===== src/rtl/apb_pkg.sv =====
// Shared types and constants for the APB register-slave slice.
package apb_pkg;

    localparam int unsigned APB_ADDR_W = 32;
    localparam int unsigned APB_DATA_W = 32;

    typedef enum logic {S_IDLE, S_ACCESS} apb_slv_state_t;

    function automatic logic word_aligned(input logic [APB_ADDR_W-1:0] addr);
        return addr[1:0] == 2'b00;
    endfunction

endpackage


===== src/rtl/apb_slave_regs_if.sv =====
// APB bus bundle between a master and a completer.
interface apb_slave_regs_if;
    import apb_pkg::*;

    logic                  psel;
    logic                  penable;
    logic                  pwrite;
    logic [APB_ADDR_W-1:0] paddr;
    logic [APB_DATA_W-1:0] pwdata;
    logic [APB_DATA_W-1:0] prdata;
    logic                  pready;
    logic                  pslverr;

    modport master (
        output psel, penable, pwrite, paddr, pwdata,
        input  prdata, pready, pslverr
    );

    modport slave (
        input  psel, penable, pwrite, paddr, pwdata,
        output prdata, pready, pslverr
    );

endinterface


===== src/rtl/apb_slave_regfile.sv =====
// Register file: NUM_REGS-1 read/write words plus a live read-only STATUS word at the top index.
module apb_slave_regfile
    import apb_pkg::*;
#(
    parameter int unsigned NUM_REGS = 8,
    parameter int unsigned IDX_W    = $clog2(NUM_REGS)
) (
    input  logic                  clk,
    input  logic                  rst,
    input  logic                  we,
    input  logic [IDX_W-1:0]      widx,
    input  logic [APB_DATA_W-1:0] wdata,
    input  logic [IDX_W-1:0]      ridx,
    output logic [APB_DATA_W-1:0] rdata,
    input  logic [APB_DATA_W-1:0] status_in,
    output logic [APB_DATA_W-1:0] ctrl_out
);

    localparam logic [IDX_W-1:0] STATUS_IDX = IDX_W'(NUM_REGS - 1);

    logic [APB_DATA_W-1:0] regs_q [NUM_REGS-1];

    always_ff @(posedge clk) begin
        if (rst) begin
            for (int unsigned i = 0; i < NUM_REGS - 1; i++) begin
                regs_q[i] <= '0;
            end
        end else if (we && (widx != STATUS_IDX)) begin
            regs_q[widx] <= wdata;
        end
    end

    always_comb begin
        rdata = '0;
        if (ridx == STATUS_IDX) begin
            rdata = status_in;
        end else begin
            rdata = regs_q[ridx];
        end
    end

    assign ctrl_out = regs_q[0];

endmodule


===== src/rtl/apb_slave_regs.sv =====
// APB completer: SETUP/ACCESS FSM with programmable wait states, decode/error latch and register file.
module apb_slave_regs
    import apb_pkg::*;
#(
    parameter int unsigned NUM_REGS    = 8,
    parameter int unsigned WAIT_CYCLES = 1
) (
    input  logic                  pclk,
    input  logic                  preset,
    apb_slave_regs_if.slave       apb,
    input  logic [APB_DATA_W-1:0] status_in,
    output logic [APB_DATA_W-1:0] ctrl_out
);

    localparam int unsigned IDX_W = $clog2(NUM_REGS);
    localparam int unsigned CNT_W = 4;

    apb_slv_state_t   state_q, state_d;
    logic [CNT_W-1:0] cnt_q, cnt_d;
    logic [IDX_W-1:0] idx_q, idx_d;
    logic             err_q, err_d;
    logic             wr_q, wr_d;

    logic [IDX_W-1:0]      dec_idx;
    logic                  dec_err;
    logic                  done;
    logic                  we;
    logic [APB_DATA_W-1:0] rdata;

    // Decode is evaluated every cycle but only captured on the SETUP transition.
    assign dec_idx = apb.paddr[2 +: IDX_W];
    assign dec_err = !word_aligned(apb.paddr)
                   | (apb.paddr >= APB_ADDR_W'(4 * NUM_REGS))
                   | (apb.pwrite & (dec_idx == IDX_W'(NUM_REGS - 1)));

    always_ff @(posedge pclk) begin
        if (preset) begin
            state_q <= S_IDLE;
            cnt_q   <= '0;
            idx_q   <= '0;
            err_q   <= 1'b0;
            wr_q    <= 1'b0;
        end else begin
            state_q <= state_d;
            cnt_q   <= cnt_d;
            idx_q   <= idx_d;
            err_q   <= err_d;
            wr_q    <= wr_d;
        end
    end

    always_comb begin
        state_d = state_q;
        cnt_d   = cnt_q;
        idx_d   = idx_q;
        err_d   = err_q;
        wr_d    = wr_q;
        done    = 1'b0;
        unique case (state_q)
            S_IDLE: begin
                if (apb.psel && !apb.penable) begin
                    state_d = S_ACCESS;
                    idx_d   = dec_idx;
                    err_d   = dec_err;
                    wr_d    = apb.pwrite;
                    cnt_d   = CNT_W'(WAIT_CYCLES);
                end
            end
            S_ACCESS: begin
                if (!apb.psel) begin
                    state_d = S_IDLE;
                end else if (cnt_q != '0) begin
                    cnt_d = cnt_q - CNT_W'(1);
                end else if (apb.penable) begin
                    done    = 1'b1;
                    state_d = S_IDLE;
                end
            end
            default: state_d = S_IDLE;
        endcase
    end

    assign we          = done & wr_q & !err_q;
    assign apb.pready  = done;
    assign apb.pslverr = done & err_q;
    assign apb.prdata  = (done && !wr_q && !err_q) ? rdata : '0;

    apb_slave_regfile #(
        .NUM_REGS (NUM_REGS),
        .IDX_W    (IDX_W)
    ) u_regfile (
        .clk       (pclk),
        .rst       (preset),
        .we        (we),
        .widx      (idx_q),
        .wdata     (apb.pwdata),
        .ridx      (idx_q),
        .rdata     (rdata),
        .status_in (status_in),
        .ctrl_out  (ctrl_out)
    );

endmodule


===== src/flat_wrapper.sv =====
// flat-port wrapper written by rule: the top's interface ports become plain ports
module apb_slave_regs_flat import apb_pkg::*;
#(
    parameter int unsigned NUM_REGS    = 8,
    parameter int unsigned WAIT_CYCLES = 1
)
  (pclk, preset, status_in, ctrl_out, apb_psel, apb_penable, apb_pwrite, apb_paddr, apb_pwdata, apb_prdata, apb_pready, apb_pslverr);
  apb_slave_regs_if apb_i ();
  input  logic pclk;
  input  logic preset;
  input  logic [APB_DATA_W-1:0] status_in;
  output logic [APB_DATA_W-1:0] ctrl_out;
  input wire logic [$bits(apb_i.psel)-1:0] apb_psel;
  input wire logic [$bits(apb_i.penable)-1:0] apb_penable;
  input wire logic [$bits(apb_i.pwrite)-1:0] apb_pwrite;
  input wire logic [$bits(apb_i.paddr)-1:0] apb_paddr;
  input wire logic [$bits(apb_i.pwdata)-1:0] apb_pwdata;
  output wire logic [$bits(apb_i.prdata)-1:0] apb_prdata;
  output wire logic [$bits(apb_i.pready)-1:0] apb_pready;
  output wire logic [$bits(apb_i.pslverr)-1:0] apb_pslverr;
  assign apb_i.psel = apb_psel;
  assign apb_i.penable = apb_penable;
  assign apb_i.pwrite = apb_pwrite;
  assign apb_i.paddr = apb_paddr;
  assign apb_i.pwdata = apb_pwdata;
  assign apb_prdata = apb_i.prdata;
  assign apb_pready = apb_i.pready;
  assign apb_pslverr = apb_i.pslverr;
  apb_slave_regs #(.NUM_REGS(NUM_REGS), .WAIT_CYCLES(WAIT_CYCLES)) u_core (.pclk(pclk), .preset(preset), .apb(apb_i), .status_in(status_in), .ctrl_out(ctrl_out));
endmodule

===== config.mk =====
export PLATFORM = sky130hd
export DESIGN_NAME = apb_slave_regs_flat
export DESIGN_NICKNAME = d
export VERILOG_FILES = /design/src/rtl/apb_pkg.sv /design/src/rtl/apb_slave_regs_if.sv /design/src/rtl/apb_slave_regfile.sv /design/src/rtl/apb_slave_regs.sv /design/src/flat_wrapper.sv
export SDC_FILE = /design/constraint.sdc
export NUM_CORES = 1
export LEC_CHECK = 0
export BUFFER_PORTS_ARGS = -buffer_cell sky130_fd_sc_hd__buf_2
export CAP_MARGIN = 20
export CORE_MARGIN = 5
export CORE_UTILIZATION = 40
export CTS_CLUSTER_SIZE = 8
export DETAILED_ROUTE_END_ITERATION = 7
export HOLD_SLACK_MARGIN = 0.12
export PLACE_DENSITY_LB_ADDON = 0.12
export SLEW_MARGIN = 20
export SYNTH_ARGS = -nofsm -noshare
export SYNTH_HDL_FRONTEND = slang
export SYNTH_SLANG_ARGS = --single-unit

===== constraint.sdc =====
create_clock -name pclk -period 2.4 [get_ports pclk]
set_clock_uncertainty 0.1 [all_clocks]
set_input_delay 0.48 -clock pclk [delete_from_list [all_inputs] [get_ports pclk]]
set_output_delay 0.48 -clock pclk [all_outputs]
set_load 0.01 [all_outputs]

Word level (Yosys, flattened, before mapping)
Memory sizes are Yosys's and may differ from the RTL's. A register that Yosys moved wholly into a read port is not among the register bits.
Index checks and enable logic that the tools add are counted.
{ "totals": {"mem_bits_rw": 224, "n_memories": 1, "output_inout_bits": 66, "register_bits": 10} }
{ "memory_table": {"columns": ["name", "words", "word_bits", "read_ports", "rd_ports_with_merged_regs", "wr", "line_no", "source"], "rows": [
  ["u_core.u_regfile.regs_q", 7, 32, 2, 1, 7, "apb_slave_regfile.sv:21", "logic [APB_DATA_W-1:0] regs_q [NUM_REGS-1];"]
]} }
{ "classes": {"reduce_logical": 13, "n_mux": 25, "order_cmp": 1, "addsub": 1, "eq_ne": 6, "n_bitwise": 7} }
{ "ops": {"columns": ["cell", "count"], "rows": [
  ["$mux 32", 3],
  ["$ge 32x6->1 const B", 1],
  ["$reduce_or 32->1", 1],
  ["$mux 1", 14],
  ["$mux 4", 3],
  ["$mux 3", 3],
  ["$pmux 4 s2", 1],
  ["$eq 3x3->1 const B", 2],
  ["$and 1x1->1", 4],
  ["$logic_and 1x1->1", 4],
  ["$logic_not 1->1", 4],
  ["$ne 2x2->1 const B", 2],
  ["$reduce_bool 4->1", 1],
  ["$sub 4x1->4 const B", 1],
  ["$ne 3x3->1 const B", 1],
  ["$reduce_and 3->1", 1],
  ["$logic_not 2->1", 1],
  ["$ne 2x1->1 const B", 1],
  ["$or 1x1->1", 2],
  ["$pmux 1 s2", 1],
  ["$reduce_and 2->1", 1],
  ["$not 1->1", 1]
]} }

Depth between registers and ports, before layout
{ "depth": {"ltp_word": 12, "depth_mapped": 8, "mapped_depth_nobuf": 6} }

By module
From an unflattened synthesis, not the netlist that was laid out.
{ "unflattened": {"cells_unflattened": 816, "hier_area_um2": 11024.3} }
{ "modules_own_cells": {"columns": ["module", "instances", "cells_each", "seq_area_each_um2", "area_each_um2"], "rows": [
  ["apb_slave_regfile", 1, 720, 6406.1, 10227.3],
  ["apb_slave_regs", 1, 96, 200.2, 797.0]
]} }

Worst setup path before layout
No wires, ideal clock.
{ "synth_path": {"path_type": "register to register", "from": "register u_core.cnt_q[0]", "to": "memory u_core.u_regfile.regs_q[5][0] (enable)", "setup_slack_ps": -100, "arrival_time_ps": 2010, "path_buffers": 1, "required_time_ps": 1910, "stages_incl_launch_ff": 7, "cell_sequence": "dfxtp_1 inv_1 ha_1 or3b_1 buf_2 nor3_1 a41o_1"} }
{ "synth_lines": {"columns": ["item", "line_no", "source"], "rows": [
  ["from (decl)", "apb_slave_regs.sv:19", "logic [CNT_W-1:0] cnt_q, cnt_d;"],
  ["from (signal assigned)", "apb_slave_regs.sv:45", "cnt_q <= cnt_d;"],
  ["to (decl)", "apb_slave_regfile.sv:21", null]
]} }

Final worst setup path
{ "layout_path": {"from": "register u_core.cnt_q[0]", "to": "output port apb_prdata[2]"} }
{ "layout_via": {"elab_chain_len": 7} }
{ "layout_lines": {"columns": ["item", "line_no", "source"], "rows": [
  ["$reduce_bool 4->1", "apb_slave_regs.sv:72", "end else if (cnt_q != '0) begin"],
  ["$mux 1", "apb_slave_regs.sv:72", null],
  ["$mux 1", "apb_slave_regs.sv:70", "if (!apb.psel) begin"],
  ["$mux 1", "apb_slave_regs.sv:59", "unique case (state_q)"],
  ["$logic_and 1x1->1 (2 in series)", "apb_slave_regs.sv:86", "assign apb.prdata = (done && !wr_q && !err_q) ? rdata : '0;"],
  ["$mux 32", "apb_slave_regs.sv:86", null],
  ["to (decl)", "flat_wrapper.sv:18", "output wire logic [$bits(apb_i.prdata)-1:0] apb_prdata;"]
]} }
No other way between the ends.

==> impl_summary.md <==
Status
The run finished, with violations left. The checks that failed: negative setup slack.

Synthesis
Of the total synthesized cell area, the portion taken by AND, OR, NAND and NOR gates is between 15 and 20%. The mux cell area share after synthesis is 13.4%. The cell type with the highest aggregate area in the netlist is sky130_fd_sc_hd__edfxtp_1. By area, the combinational part of the netlist is dominated by simple AND/OR/NAND/NOR gates. The sequential element share of the synthesized area is 62.1%. In the synthesized netlist the dominant register cell turns out to be sky130_fd_sc_hd__edfxtp_1.

The average instance in the mapped netlist occupies 12.8 sq um. The complex-gate fraction of the synthesized area is 4.78%. The adder-cell area share of the yosys netlist is 0.102%.

The area of the mapped netlist is around 12,000 sq um. During synthesis, Yosys emitted a total of 0 warnings. In the post-synthesis netlist, the biggest area contributors are sky130_fd_sc_hd__edfxtp_1 (55%), sky130_fd_sc_hd__mux2i_1 (13%), sky130_fd_sc_hd__and2_1 (9.8%). After synthesis, the largest area contributor takes up 54.8% of total cell area. After synthesis, the share of flip-flops with an asynchronous set or reset is 0%. The synthesized design contains 224 enable-type register cells.

The synthesized netlist cell count is 961. Counting flops and latches in the post-synthesis netlist gives 269. The number of distinct library cells after synthesis is 37. The xor/xnor share of the synthesized area is 0.143%.

Global route
The wire length of the first global-routing pass is around 50,000 microns. In the global route stage, met3 resource usage came out at 2.77%. The global-route usage over all layers is 19.1%. Entering global routing, the biggest net connects 49 pins. Global routing consumed, on the met2 layer, 31.0% of the routing resources. Global routing consumed, on the met1 layer, 27.5% of the routing resources. The number of global-route vias before repair came to 8,320. The number of antenna violations at the first check in global routing is 0. Summed over all layers, the global routing overflow is 0. The busiest layer in global routing is met2.

Timing
Setup repair after global routing could not meet its margin everywhere. The hold slack is 0.140 ns. Derived from the worst setup path, the maximum achievable clock frequency is 347 MHz. The count of pins over their slew limit is 0.

Of the available clock period, the critical path in the final layout requires 120%. The hold violation total from the final report is 0. For the pin with the worst max-slew slack, the measured transition is slightly below 0.7 ns.

The count of endpoints failing setup in the final report is 34. The relative slew slack is about 54%. The final period demand of the worst path is 2.88 ns. Across all setup checks in the final design, the least slack found is -0.483 ns.

Routing
Dividing the detail-routed wire length by the instance count gives 20.2 microns. The count of unresolved DRC violations after routing is 0. The total vias in the final route is 8,170. The number of DRC markers after the initial detailed-route iteration is 401. After detailed routing, the number of vias per cell comes to 5.05. The detail route stage leaves a number of antenna-violating nets equal to 0. The length of the first detailed-routing pass in iterations is 4. For this block, the routed nets add up to 32,600 microns of wire.

Power and ir drop
The switching power summed over all nets is 2.42 mW. The reported leakage power is 5.75 nW. The total power is between 10 and 15 mW. The design internal power is around 8.6 mW. The switching power share of the total is 21.9%.

The power per unit of standard cell area is 714 nW/um^2. The share of power burned in the clock network is 45.8%. The relative contribution of sequential cells to total power is a little under half. The peak supply drop is ~0.4 mV. The logic gate share of total power is 6.9%.

Place
The routability-driven placement congestion ratio is 0.759. The number of port buffers is between 150 and 200. Once placement finished, the instance area stood at between 10,000 and 15,000 sq um.

The estimated wirelength of the detail-placed design is roughly 20,000 microns.

Floorplanning
The floorplan step defined a die boundary enclosing 34,300 sq um. The initial utilization of the core area, before any placement, comes to 40.4%. The core region is between 30,000 and 40,000 sq um.

The cell row count is 64. The width of the die is 185 microns. The I/O pin total is 167.

Measured along the y axis, the die boundary spans 185 microns.

Finish
The number of nets in the layout is 1,298. In the layout the commonest cells are sky130_fd_sc_hd__edfxtp_1 (224), sky130_fd_sc_hd__and2_1 (192), sky130_fd_sc_hd__buf_2 (166), sky130_fd_sc_hd__mux2i_1 (165), sky130_fd_sc_hd__nor2_1 (71). The repair_antennas step left the layout with diodes totalling 0. The area of the multi-input gates is 4530 sq um. The final-layout fill cell count is 2,713. Leaving out fill and tap cells, the most frequent cell in the layout is sky130_fd_sc_hd__edfxtp_1. The core occupancy in the finished layout is 50.8%. The layout overhead on the synthesized area is 26.0%. Cells with a size suffix above 1 make up 25.3% of the layout. The summed area of non-filler cells in the final layout is 15,500 sq um.

Registers take 7630 sq um.

Clock tree
The CTS tree is built. Counting every sink on the clock net gives ~270. The cell chosen for the clock root is sky130_fd_sc_hd__clkbuf_16.

The deepest level of the CTS H-tree is 2. Clock tree synthesis inserted a total of 39 buffers. Clock latency on the worst-skew pair, taken at its later pin, is between 0.5 and 0.6 ns. The maximum buffer depth of the clock tree is 3. In this run, post-CTS hold repair placed 0 buffers. The clock slew at the register clock pins of the worst setup and hold paths is 0.05 ns.

Worst setup path
STA classifies the critical path startpoint as a register. The critical path is of the reg2out type. The critical path arrival is 2.30 ns. The category of the worst setup path capture point is a primary output. STA puts the critical path data required time at approximately 1.8 ns.

The highest net fanout along the worst path is 15.

Job
The tool flagged a number of max-cap violations equal to 0.

Min path
The worst hold path belongs to the class in2reg.
==> cells by family (layout without fill, tap and decap cells) <==
kind of cell             Yosys count  count (layout)
AO/OA/AOI/OAI                    100             100
XOR/XNOR                           2               2
adder cells (fa/ha/maj)            1               1
buffers and inverters             72             303
flip-flops                       269             269
multiplexers                     165             165
other                              1              32
AND/OR/NAND/NOR                  351             351
==> final timing paths <==
path                   startpoint                             end  slack [ns]  cells past startpoint
setup / recovery  u_core.cnt_q[0]                   apb_prdata[2]       -0.48                      9
hold / removal         apb_pwrite                     u_core.wr_q        0.14                      3
setup reg to reg  u_core.cnt_q[0]  u_core.u_regfile.regs_q[2][15]        0.10                      9
hold reg to reg   u_core.cnt_q[0]                 u_core.cnt_q[0]        0.36                      2
==> registers in the layout, indices dropped and copies added (netlist names), named ones only <==
register                 flops
u_core.err_q                 1
u_core.wr_q                  1
u_core.idx_q                 3
u_core.cnt_q                 4
u_core.state_q               1
u_core.u_regfile.regs_q    256
==> final cells by class <==
type | instances | share of cell area (%)
Tap cell | 396 | 3.20
Inverter | 3 | 0.0728
Multi-Input combinational cell | 651 | 29.2
Clock buffer | 66 | 7.16
Sequential cell | 269 | 49.3
Timing Repair Buffer | 232 | 10.8
Clock inverter | 2 | 0.162
==> Yosys cell counts, types with 4 or more instances <==
cell	instances
sky130_fd_sc_hd__nor2_1	73
sky130_fd_sc_hd__o21ai_0	32
sky130_fd_sc_hd__o22ai_1	65
sky130_fd_sc_hd__buf_4	4
sky130_fd_sc_hd__or2_2	6
sky130_fd_sc_hd__nand4_1	4
sky130_fd_sc_hd__mux2i_1	165
sky130_fd_sc_hd__dfxtp_1	45
sky130_fd_sc_hd__clkbuf_2	7
sky130_fd_sc_hd__clkbuf_1	38
sky130_fd_sc_hd__nor4_1	6
sky130_fd_sc_hd__and2_1	192
sky130_fd_sc_hd__edfxtp_1	224
sky130_fd_sc_hd__nand2_1	6
sky130_fd_sc_hd__buf_2	20
sky130_fd_sc_hd__nor3_1	40
==> per-stage QoR <==
step / std cells / setup TNS, ns / setup slack [ns]
after floorplan: 992 / 0 / 0.0550
after global placement: 1546 / 0 / 0.00711
after detailed placement: 1546 / -0.477 / -0.0454
after CTS: 1617 / -15.04 / -0.481
after global routing: 1619 / -18.51 / -0.594
final: 1619 / -15.17 / -0.483
==> power by group through the flow <==
| stage | combinational [mW] | sequential [mW] | clock [mW] |
|---|---|---|---|
| after floorplan | 0.353 | 5.32 | 0 |
| after global placement | 0.744 | 5.32 | 0 |
| after detailed placement | 0.746 | 5.33 | 0 |
| after global routing | 0.827 | 5.24 | 5.38 |
| after CTS | 0.760 | 5.24 | 5.15 |
| final | 0.758 | 5.24 | 5.06 |
==> routing by layer <==
layer	routed length (microns)	vias to the layer above
li1	-	3960
met1	15400	4017
met4	470	0
met5	0	-
met2	15600	157
met3	1170	36
==> worst max-delay path, cell delays in order, from the launching register on <==
cell	delay, ns
sky130_fd_sc_hd__dfxtp_2	0.32
sky130_fd_sc_hd__inv_2	0.08
sky130_fd_sc_hd__ha_4	0.13
sky130_fd_sc_hd__or3b_4	0.39
sky130_fd_sc_hd__nor4_4	0.22
sky130_fd_sc_hd__buf_6	0.19
sky130_fd_sc_hd__buf_12	0.16
sky130_fd_sc_hd__o21ai_0	0.09
sky130_fd_sc_hd__nor2_1	0.09
sky130_fd_sc_hd__buf_2	0.13
==> timing repair <==
action,in CTS,in global routing
gates cloned,1,0
resized for setup,42,9
pin swaps,1,1
buffers inserted,2,2
setup endpoints to repair,34,122
No activity file was read; power rests on OpenSTA's default activity.
